[config.mk]
export PLATFORM = sky130hd
export DESIGN_NAME = powlib_sfifo
export DESIGN_NICKNAME = d
export VERILOG_FILES = /design/src/rtl/powlib_sfifo.sv
export SDC_FILE = /design/constraint.sdc
export NUM_CORES = 1
export LEC_CHECK = 0
export ABC_AREA = 1
export CAP_MARGIN = 15
export CORE_MARGIN = 2
export CORE_UTILIZATION = 56
export CTS_BUF_LIST = sky130_fd_sc_hd__clkbuf_8
export DETAILED_ROUTE_END_ITERATION = 10
export GPL_TIMING_DRIVEN = 0
export PLACE_DENSITY_LB_ADDON = 0.12
export SLEW_MARGIN = 20
export SYNTH_ARGS = -nofsm -noshare
export SYNTH_HDL_FRONTEND = slang
export SYNTH_SLANG_ARGS = --single-unit
[constraint.sdc]
create_clock -name clk -period 3.4 [get_ports clk]
set_clock_uncertainty 0.15 [all_clocks]
set_input_delay 0.51 -clock clk [delete_from_list [all_inputs] [get_ports clk]]
set_output_delay 0.51 -clock clk [all_outputs]
set_load 0.05 [all_outputs]
[src/rtl/powlib_sfifo.sv]
// Single-clock first-word-fall-through FIFO with valid/ready handshakes on both ends.
// Storage is an unreset RAM with a combinational read; flags decode only the registered count.
module powlib_sfifo #(
    parameter int W    = 32,
    parameter int D    = 8,
    parameter int AFT  = D - 1,
    parameter int WIDX = $clog2(D),
    parameter int WCNT = $clog2(D + 1)
) (
    input  logic            clk,
    input  logic            rst,
    input  logic [W-1:0]    wrdata,
    input  logic            wrvld,
    output logic            wrrdy,
    output logic [W-1:0]    rddata,
    output logic            rdvld,
    input  logic            rdrdy,
    output logic [WCNT-1:0] cnt,
    output logic            amfull
);

    localparam logic [WCNT-1:0] FULLCNT = WCNT'(D);
    localparam logic [WCNT-1:0] AFTCNT  = WCNT'(AFT);
    localparam logic [WIDX-1:0] LASTPTR = WIDX'(D - 1);

    logic [W-1:0]    mem [D];
    logic [WIDX-1:0] wrptr;
    logic [WIDX-1:0] rdptr;
    logic            wracc;
    logic            rdacc;

    // Flags come from the registered count only, so wrvld/rdrdy never reach them.
    assign wrrdy  = (cnt != FULLCNT);
    assign rdvld  = (cnt != '0);
    assign amfull = (cnt >= AFTCNT);
    assign rddata = mem[rdptr];

    assign wracc = wrvld && wrrdy;
    assign rdacc = rdvld && rdrdy;

    // Explicit wrap so depths that are not a power of two cycle correctly.
    function automatic logic [WIDX-1:0] advance(input logic [WIDX-1:0] ptr);
        return (ptr == LASTPTR) ? '0 : ptr + WIDX'(1);
    endfunction

    // NOTE: the storage array is deliberately not reset; resetting the pointers and count
    // is enough to make old words unreachable, and it keeps the array mappable to RAM.
    always_ff @(posedge clk) begin
        if (!rst && wracc) begin
            mem[wrptr] <= wrdata;
        end
    end

    // NOTE: sequential state uses non-blocking assignments so every register samples
    // the pre-edge values of the others, independent of statement order.
    always_ff @(posedge clk) begin
        if (rst) begin
            wrptr <= '0;
            rdptr <= '0;
            cnt   <= '0;
        end else begin
            if (wracc) begin
                wrptr <= advance(wrptr);
            end
            if (rdacc) begin
                rdptr <= advance(rdptr);
            end
            case ({wracc, rdacc})
                2'b10:   cnt <= cnt + WCNT'(1);
                2'b01:   cnt <= cnt - WCNT'(1);
                default: cnt <= cnt;
            endcase
        end
    end

endmodule

* Word level (Yosys, flattened, before mapping)
Memory sizes are Yosys's and may differ from the RTL's. A register that Yosys moved wholly into a read port is not among the register bits.
Index checks and enable logic that the tools add are counted.
** Storage, ports and cells
- Bits in registers :: 10
- Latch bits :: 0
- Bits in writable memories :: 256
- Memory bits (read-only) :: 0
- Input bits :: 36
- Output and inout port bits :: 39
- Word-level logic and storage cells :: 27
- Memories kept :: 1
** Operators by class
- Add/subtract/negate cells :: 4
- Multipliers :: 0
- Div/mod/pow operators :: 0
- $lt $le $gt $ge :: 1
- Eq/ne operators :: 5
- Shift-type cells :: 0
- Muxes and demuxes :: 7
- Bitwise gates (word level) :: 0
- Reduce and logical (&&, ||, !) cells :: 6
** Memories
- mem :: depth 8, bits a word 32, rd ports 1, clocked after Yosys merged registers in 1, wr ports 1, RTL line 26 : logic [W-1:0] mem [D];
** Operators with widths (number)
- $mux W3 :: 4
- $pmux W4 S2 :: 1
- $add A3 B1 Y3 const B :: 2
- $eq A3 B3 Y1 const B :: 2
- $add A4 B1 Y4 const B :: 1
- $ge A4 B3 Y1 const B :: 1
- $ne A4 B4 Y1 const B :: 1
- $reduce_bool A4 Y1 :: 1
- $sub A4 B1 Y4 const B :: 1
- $logic_and A1 B1 Y1 :: 3
- $eq A2 B1 Y1 const B :: 1
- $eq A2 B2 Y1 const B :: 1
- $mux W1 :: 2
- $reduce_bool A2 Y1 :: 1
- $logic_not A1 Y1 :: 1

* Longest topological paths before layout
Gate-level depths: netlist of run 1.
- Depth in word-level cells :: 5
- Mapped depth :: 14
- Gate-level depth less buffers :: 14

* Worst setup path after synthesis of run 1
Ideal clock, no wire load.
- Path kind :: register -> register
- Start point :: reg cnt[2]
- End point :: mem mem[0][0], enable pin
- Setup time :: 421 ps
- Data arrival time :: 3178 ps
- Required time :: 2829 ps
- Slack :: -349 ps
- Stages on the path, launching flop included :: 7
- Buffers on the path :: 0
- Clock period less this slack :: 3749 ps
- Cell sequence :: dfxtp_1 inv_1 nand3_1 nand2_2 nor2_1 nand2_2 nor2_1
** Between the ends
- Longest elaborated chain between the ends :: 5
** RTL lines
- start, declared :: RTL line 18 : output logic [WCNT-1:0] cnt,
- start signal, assigned :: RTL line 69 : 2'b10: cnt <= cnt + WCNT'(1);
- start signal, assigned :: RTL line 70 : 2'b01: cnt <= cnt - WCNT'(1);
- start signal, assigned :: RTL line 71 : default: cnt <= cnt;
- $ne A4 B4 Y1 :: RTL line 33 : assign wrrdy = (cnt != FULLCNT);
- net wrrdy :: RTL line 14 : output logic wrrdy,
- $logic_and A1 B1 Y1 :: RTL line 38 : assign wracc = wrvld && wrrdy;
- $logic_and A1 B1 Y1 :: RTL line 49 : if (!rst && wracc) begin
- $mux W1 :: RTL line 49
- $mux W1 (implied by the code) :: RTL line 50 : mem[wrptr] <= wrdata;
- end, declared :: RTL line 26
The timed path passes the listed nets, and every way through them passes these cells.

==> results of run 1 <==
==> logic make-up (layout without fill, tap and decap cells) <==
kind of cell             Yosys count  in the layout
XOR/XNOR                           2              2
multiplexers                      32             32
flip-flops                       269            269
AND/OR/NAND/NOR                  268            268
buffers and inverters             60            212
adder cells (fa/ha/maj)            7              7
AO/OA/AOI/OAI                    176            176
==> layout make-up <==
type	instances	area, um2
Buffer	44	288
Clock buffer	45	619
Clock inverter	26	104
Fill cell	1285	5990
Inverter	15	56.3
Multi-Input combinational cell	485	2440
Sequential cell	269	7950
Tap cell	234	293
Timing Repair Buffer	82	966
==> worst max-delay path: cells and delay by family, from the launching register on <==
kind            cells  cell delay [ns]
buf+inv             2             0.97
compound gates      2             0.46
flops               1             0.42
simple gates        2             0.14
==> sequential cells by signal, indices dropped and copies added (netlist names), named ones only <==
signal,cells
rdptr,3
wrptr,3
mem,256
cnt,4
==> power groups by stage <==
stage | clock [uW] | combinational (uW) | sequential [uW]
2_1_floorplan | 0 | 2200 | 4000
6_report | 2380 | 3380 | 3870
3_5_place_dp | 0 | 3450 | 3940
3_3_place_gp | 0 | 3320 | 3940
4_1_cts | 2420 | 3380 | 3870
5_1_grt | 2550 | 3620 | 3880
==> stage by stage <==
step,std cells,setup TNS [ns],util [%]
2_1_floorplan,814,-89.44,-
3_3_place_gp,1122,-269.42,62.5
3_5_place_dp,1130,0,64.0
4_1_cts,1201,0,67.8
5_1_grt,1200,0,68.0
6_report,1200,0,68.0
==> cells in the final DEF (no fill, tap or decap), drive strengths merged, types with 7 or more instances in the layout <==
master         instances
clkdlybuf4s50         42
o21ai                136
clkinv                14
dfxtp                 13
a21oi                  7
dlymetal6s2s          14
ha                     7
o22ai                 32
nand3                  7
nor2                 145
inv                   27
dlygate4sd2           18
nand2                114
buf                   34
edfxtp               256
mux2i                 32
clkbuf                63
==> layer usage <==
layer | GRT usage (%) | wire length [um] | part of all wire (%)
met1 | 31.7 | 9780 | 41
met2 | 40.7 | 12000 | 50
met3 | 4.04 | 1640 | 6.8
met4 | 8.95 | 617 | 2.6
met5 | 0 | 0 | 0
==> what timing repair did <==
action                                 4_1_cts  5_1_grt
endpoints found under the hold margin        0        0
gates resized for setup                     28       18
pin swaps                                    0        0
buffers inserted                             0        0
hold buffers                                 0        0
setup endpoints to repair                   32       22
==> final timing paths <==
| path | start | endpoint | slack [ns] | cells past startpoint |
|---|---|---|---|---|
| worst min-delay path | rdptr[1]$_SDFFE_PP0N_ | register | 0.39 | 2 |
| worst max register to register | cnt[0]$_SDFFE_PP0P_ | mem[1][20]$_DFFE_PP_ | 0.84 | 7 |
| worst min register to register | rdptr[1]$_SDFFE_PP0N_ | register | 0.39 | 2 |
| worst max-delay path | register | rddata[12] | 0.21 | 6 |
==> flow_summary.yaml, run 1 <==
timing:
  max_slew_margin_pct: 56.3
  post-route-period-util_pct: 93.7
  hold_slack_ns: 0.389
  hold_violations: 0
  fmax_mhz: 314
  setup_violations: 0
  min_period_ns: 3.19
  slew_violations: 0
  worst_pin_slew_ns: 0.653
  setup_ws_ns: 0.213
  rsz0062_at_grt: "no"
clocking:
  clkSinkCount: 269
  clk_pin_slew_ns: 0.06
  cts_tree: "done"
  cts_buffers: 42
  htree_levels: 2
  ctsRootBufferMaster: "clkbuf_8"
  clock_path_buffers: 3
  clk_latency_ns: 0.54
floorplanning:
  initial_core_util_pct: 57.0
  num_rows: 50
  fp.dieArea_um2: 20200
  pin_count: 75
  die_w_um: 142
  die_height_um: 142
  coreArea_um2: 18700
final_layout:
  antenna_cells: 0
  design_area_um2: 12700
  area_growth_pct: 19.3
  layout.nets: 982
  drive_gt1_share_pct: 11.2
logic_synthesis:
  yosysSeqAreaShare_pct: 74.5
  synth-seq-cells: 269
  muxShareOfSynthArea_pct: 3.00
  syn_nets: 857
  synth_area_leaders: "edfxtp_1 (72%), o21ai_0 (5.3%), nor2_1 (5.1%)"
  synthMostInstantiatedCell: "edfxtp_1"
  syn_area_per_cell_um2: 13.1
  synth_top_family_by_area: "simple AND/OR/NAND/NOR gates"
  yosysWarnings: 0
  yosys.area.top_type: "edfxtp_1"
  synthTopCellsByCount: "edfxtp_1 (256), nor2_1 (144), o21ai_0 (113), nand2_1 (111)"
  synth-edff-count: 256
  synth.distinct_cells: 25
  syn_area_um2: 10700
  synthSimpleGateAreaFrac_pct: 9.68
  synth_xor_area_share_pct: 0.164
  synthArstFlopShare_pct: 0
  synthAdderAreaFrac_pct: 0.821
  synth_cells: 814
  synthFlopType: "edfxtp_1"
  synth_compound_area_share_pct: 8.68
  synth_top_area_share_pct: 72.1
flow_run:
  max_cap_violations: 0
pwr:
  p_int_uw: 6000
  p_sw_share_pct: 37.6
  power.switching_uw: 3620
  p_clk_share_pct: 24.7
  ir_drop_mv: 0.686
  p_per_area_nw_per_um2: 757
  power_frac_seq_pct: 40.2
  p_leak_uw: 0.00464
  p_comb_share_pct: 35.1
  power.total_uw: 9620
global_route:
  grt_pass1_wl_um: 36800
  grt_pass1_vias: 6952
  grt-ovfl-total: 0
  grt_max_degree: 21
  grtUsageTotal_pct: 24.1
  antenna_found_initial: 0
setup_path:
  critPathMaxStageDelay_ns: 0.53
  path_common_cell: "nand2_1"
  cp.required_ns: 2.74
  critPathMaxFanout: 10
  path_cells: "clkbuf_1 > o21ai_0 > o22ai_1 > nand2_1 > nand2_1 > dlygate4sd2_1"
  cp-end-kind: "output port"
  cpMaxStageDelayCell: "dlygate4sd2_1"
  worst-setup-path-type: "reg2out"
  setup.worst_path.start_class: "register"
  arrival_ns: 2.53
routing:
  vias: 6888
  drt-wirelength-per-cell_um: 20.0
  ant_nets: 0
  drtIter0Drc: 573
  firstDrtPassIters: 5
  routed_wl_um: 24100
  route.detailed.drc: 0
  via_per_inst: 5.74
placed_design:
  gp_congestion: 0.789
  dp_slack_ns: 0.362
  place_area_um2: 12000
  portBuffers: 74
  dpl.hpwl_um: 14900
status:
  outcome: "completed"
worst_hold_path:
  hp-class: "reg2reg"
Power figures use the tool's default switching activity.
==> run 2: changes to the inputs <==
--- a/config.mk
+++ b/config.mk
@@ -10,6 +10,7 @@
 export CORE_MARGIN = 2
 export CORE_UTILIZATION = 56
 export CTS_BUF_LIST = sky130_fd_sc_hd__clkbuf_8
+export CTS_CLUSTER_DIAMETER = 100
 export DETAILED_ROUTE_END_ITERATION = 10
 export GPL_TIMING_DRIVEN = 0
 export PLACE_DENSITY_LB_ADDON = 0.12
==> results of run 2 <==
Final layout, timing and power as in run 1 (identical DEF).
==> run 3: changes to the inputs <==
--- a/config.mk
+++ b/config.mk
@@ -18,3 +18,4 @@
 export SYNTH_ARGS = -nofsm -noshare
 export SYNTH_HDL_FRONTEND = slang
 export SYNTH_SLANG_ARGS = --single-unit
+export TNS_END_PERCENT = 30
==> run 3 against run 2 <==
Effect of this change: non-clock buffer count grew 1; critical path depth is the same; first-iteration DRC count shrank 6.6%.
==> flow_summary.yaml, run 3 (synthesis results as in run 1) <==
placed_design:
  dp_slack_ns: 0.362
  place_area_um2: 12000
  dpl.hpwl_um: 14900
  portBuffers: 74
  gp_congestion: 0.789
floorplanning:
  die_w_um: 142
  pin_count: 75
  coreArea_um2: 18700
  initial_core_util_pct: 57.0
  die_height_um: 142
  fp.dieArea_um2: 20200
  num_rows: 50
routing:
  via_per_inst: 5.74
  drt-wirelength-per-cell_um: 20.0
  route.detailed.drc: 0
  ant_nets: 0
  routed_wl_um: 24100
  firstDrtPassIters: 5
  drtIter0Drc: 535
  vias: 6890
setup_path:
  timing.rr.start: "cnt[0]$_SDFFE_PP0P_"
  reg2reg_slack_ns: 0.84
  critPathMaxStageDelay_ns: 0.53
  path_cells: "clkbuf_1 > o21ai_0 > o22ai_1 > nand2_1 > nand2_1 > dlygate4sd2_1"
  path_common_cell: "nand2_1"
  arrival_ns: 2.54
  critPathMaxFanout: 10
  cp_num_buf_inv: 2
  critPathTopFamily: "buffers and inverters"
  worst-setup-path-type: "reg2out"
  setup.worst_path.start_class: "register"
  cp.required_ns: 2.74
  cp-end-kind: "output port"
  cpMaxStageDelayCell: "dlygate4sd2_1"
final_layout:
  seq_area_um2: 7950
  final_common_cell: "edfxtp_1"
  fillers: 1284
  largest_reg_flops: 256
  antenna_cells: 0
  final_cell_mix: "edfxtp_1 (256), nor2_1 (136), o21ai_0 (113)"
  area_growth_pct: 19.3
  multiInputGateArea_um2: 2440
  reg_top3: "mem x256, cnt x4"
  design_area_um2: 12700
  layout.nets: 983
  drive_gt1_share_pct: 11.3
  max_flop_register: "mem"
global_route:
  top_usage_layer: "met2"
  grt-ovfl-total: 0
  antenna_found_initial: 0
  grt_use_met3_pct: 4.04
  use_met1_pct: 31.7
  met2_usage_pct: 40.7
  grt_max_degree: 21
  grt_pass1_vias: 6952
  grtUsageTotal_pct: 24.1
  grt_pass1_wl_um: 36800
timing:
  worst_pin_slew_ns: 0.655
  min_period_ns: 3.20
  setup_violations: 0
  fmax_mhz: 312
  hold_violations: 0
  slew_violations: 0
  rsz0062_at_grt: "no"
  setup_ws_ns: 0.199
  max_slew_margin_pct: 56.2
  post-route-period-util_pct: 94.2
  hold_slack_ns: 0.389
clocking:
  clkSinkCount: 269
  htree_levels: 2
  clk_latency_ns: 0.53
  cts_hold_buf: 0
  clock_path_buffers: 3
  cts_buffers: 42
  cts_tree: "done"
  ctsRootBufferMaster: "clkbuf_8"
  clk_pin_slew_ns: 0.06
worst_hold_path:
  hp-class: "reg2reg"
  hp-start: "rdptr[1]$_SDFFE_PP0N_"
pwr:
  p_per_area_nw_per_um2: 756
  power.total_uw: 9620
  ir_drop_mv: 0.686
  p_leak_uw: 0.00464
status:
  outcome: "completed"
flow_run:
  max_cap_violations: 0
==> run 3: cell count changes in the layout (fill, tap and decap cells not counted), sizes merged <==
cell / before / now
clkbuf: 63 / 64
==> run 3: what timing repair did <==
action / CTS / global route
buffers inserted: 0 / 0
gates resized for setup: 28 / 20
cloned: 0 / 0
setup endpoints to repair: 32 / 22
pin swaps: 0 / 0
hold endpoints to repair: 0 / 0
==> run 3: report_power, final <==
part	leakage [uW]	switching (uW)	internal [uW]
clock	0.000421	1160	1210
combinational	0.00180	2370	1010
sequential	0.00242	79.9	3790
total	0.00464	3620	6000
==> run 3: path summary, 6_finish.rpt <==
check                         end  depth (start not counted)
min reg2reg              register                          2
max                    rddata[12]                          6
min                      register                          2
max reg2reg  mem[1][20]$_DFFE_PP_                          7
==> run 3: layout make-up <==
| class | instances | share of cell area, % |
|---|---|---|
| Sequential cell | 269 | 62.5 |
| Multi-Input combinational cell | 485 | 19.2 |
| Timing Repair Buffer | 82 | 7.59 |
| Clock buffer | 45 | 4.87 |
| Buffer | 45 | 2.30 |
| Tap cell | 234 | 2.30 |
| Clock inverter | 26 | 0.816 |
| Inverter | 15 | 0.443 |
==> run 3: layer usage <==
| metal | part of all wire [%] | routed length (um) |
|---|---|---|
| met1 | 42 | 10000 |
| met2 | 50 | 12000 |
| met3 | 6.2 | 1500 |
| met4 | 2.5 | 612 |
| met5 | 0 | 0 |
==> run 3: tightest hold or removal path: stages, from the launching register on <==
cell and delay, ns:
dfxtp_1 0.32, nand2_1 0.07, a21oi_1 0.09
==> run 3: per-stage QoR <==
stage,setup TNS [ns],cells,util (%)
6_report,0,1201,68.0
5_1_grt,0,1201,68.0
4_1_cts,0,1201,67.8
3_5_place_dp,0,1130,64.0
3_3_place_gp,-269.42,1122,62.5
2_1_floorplan,-89.44,814,-
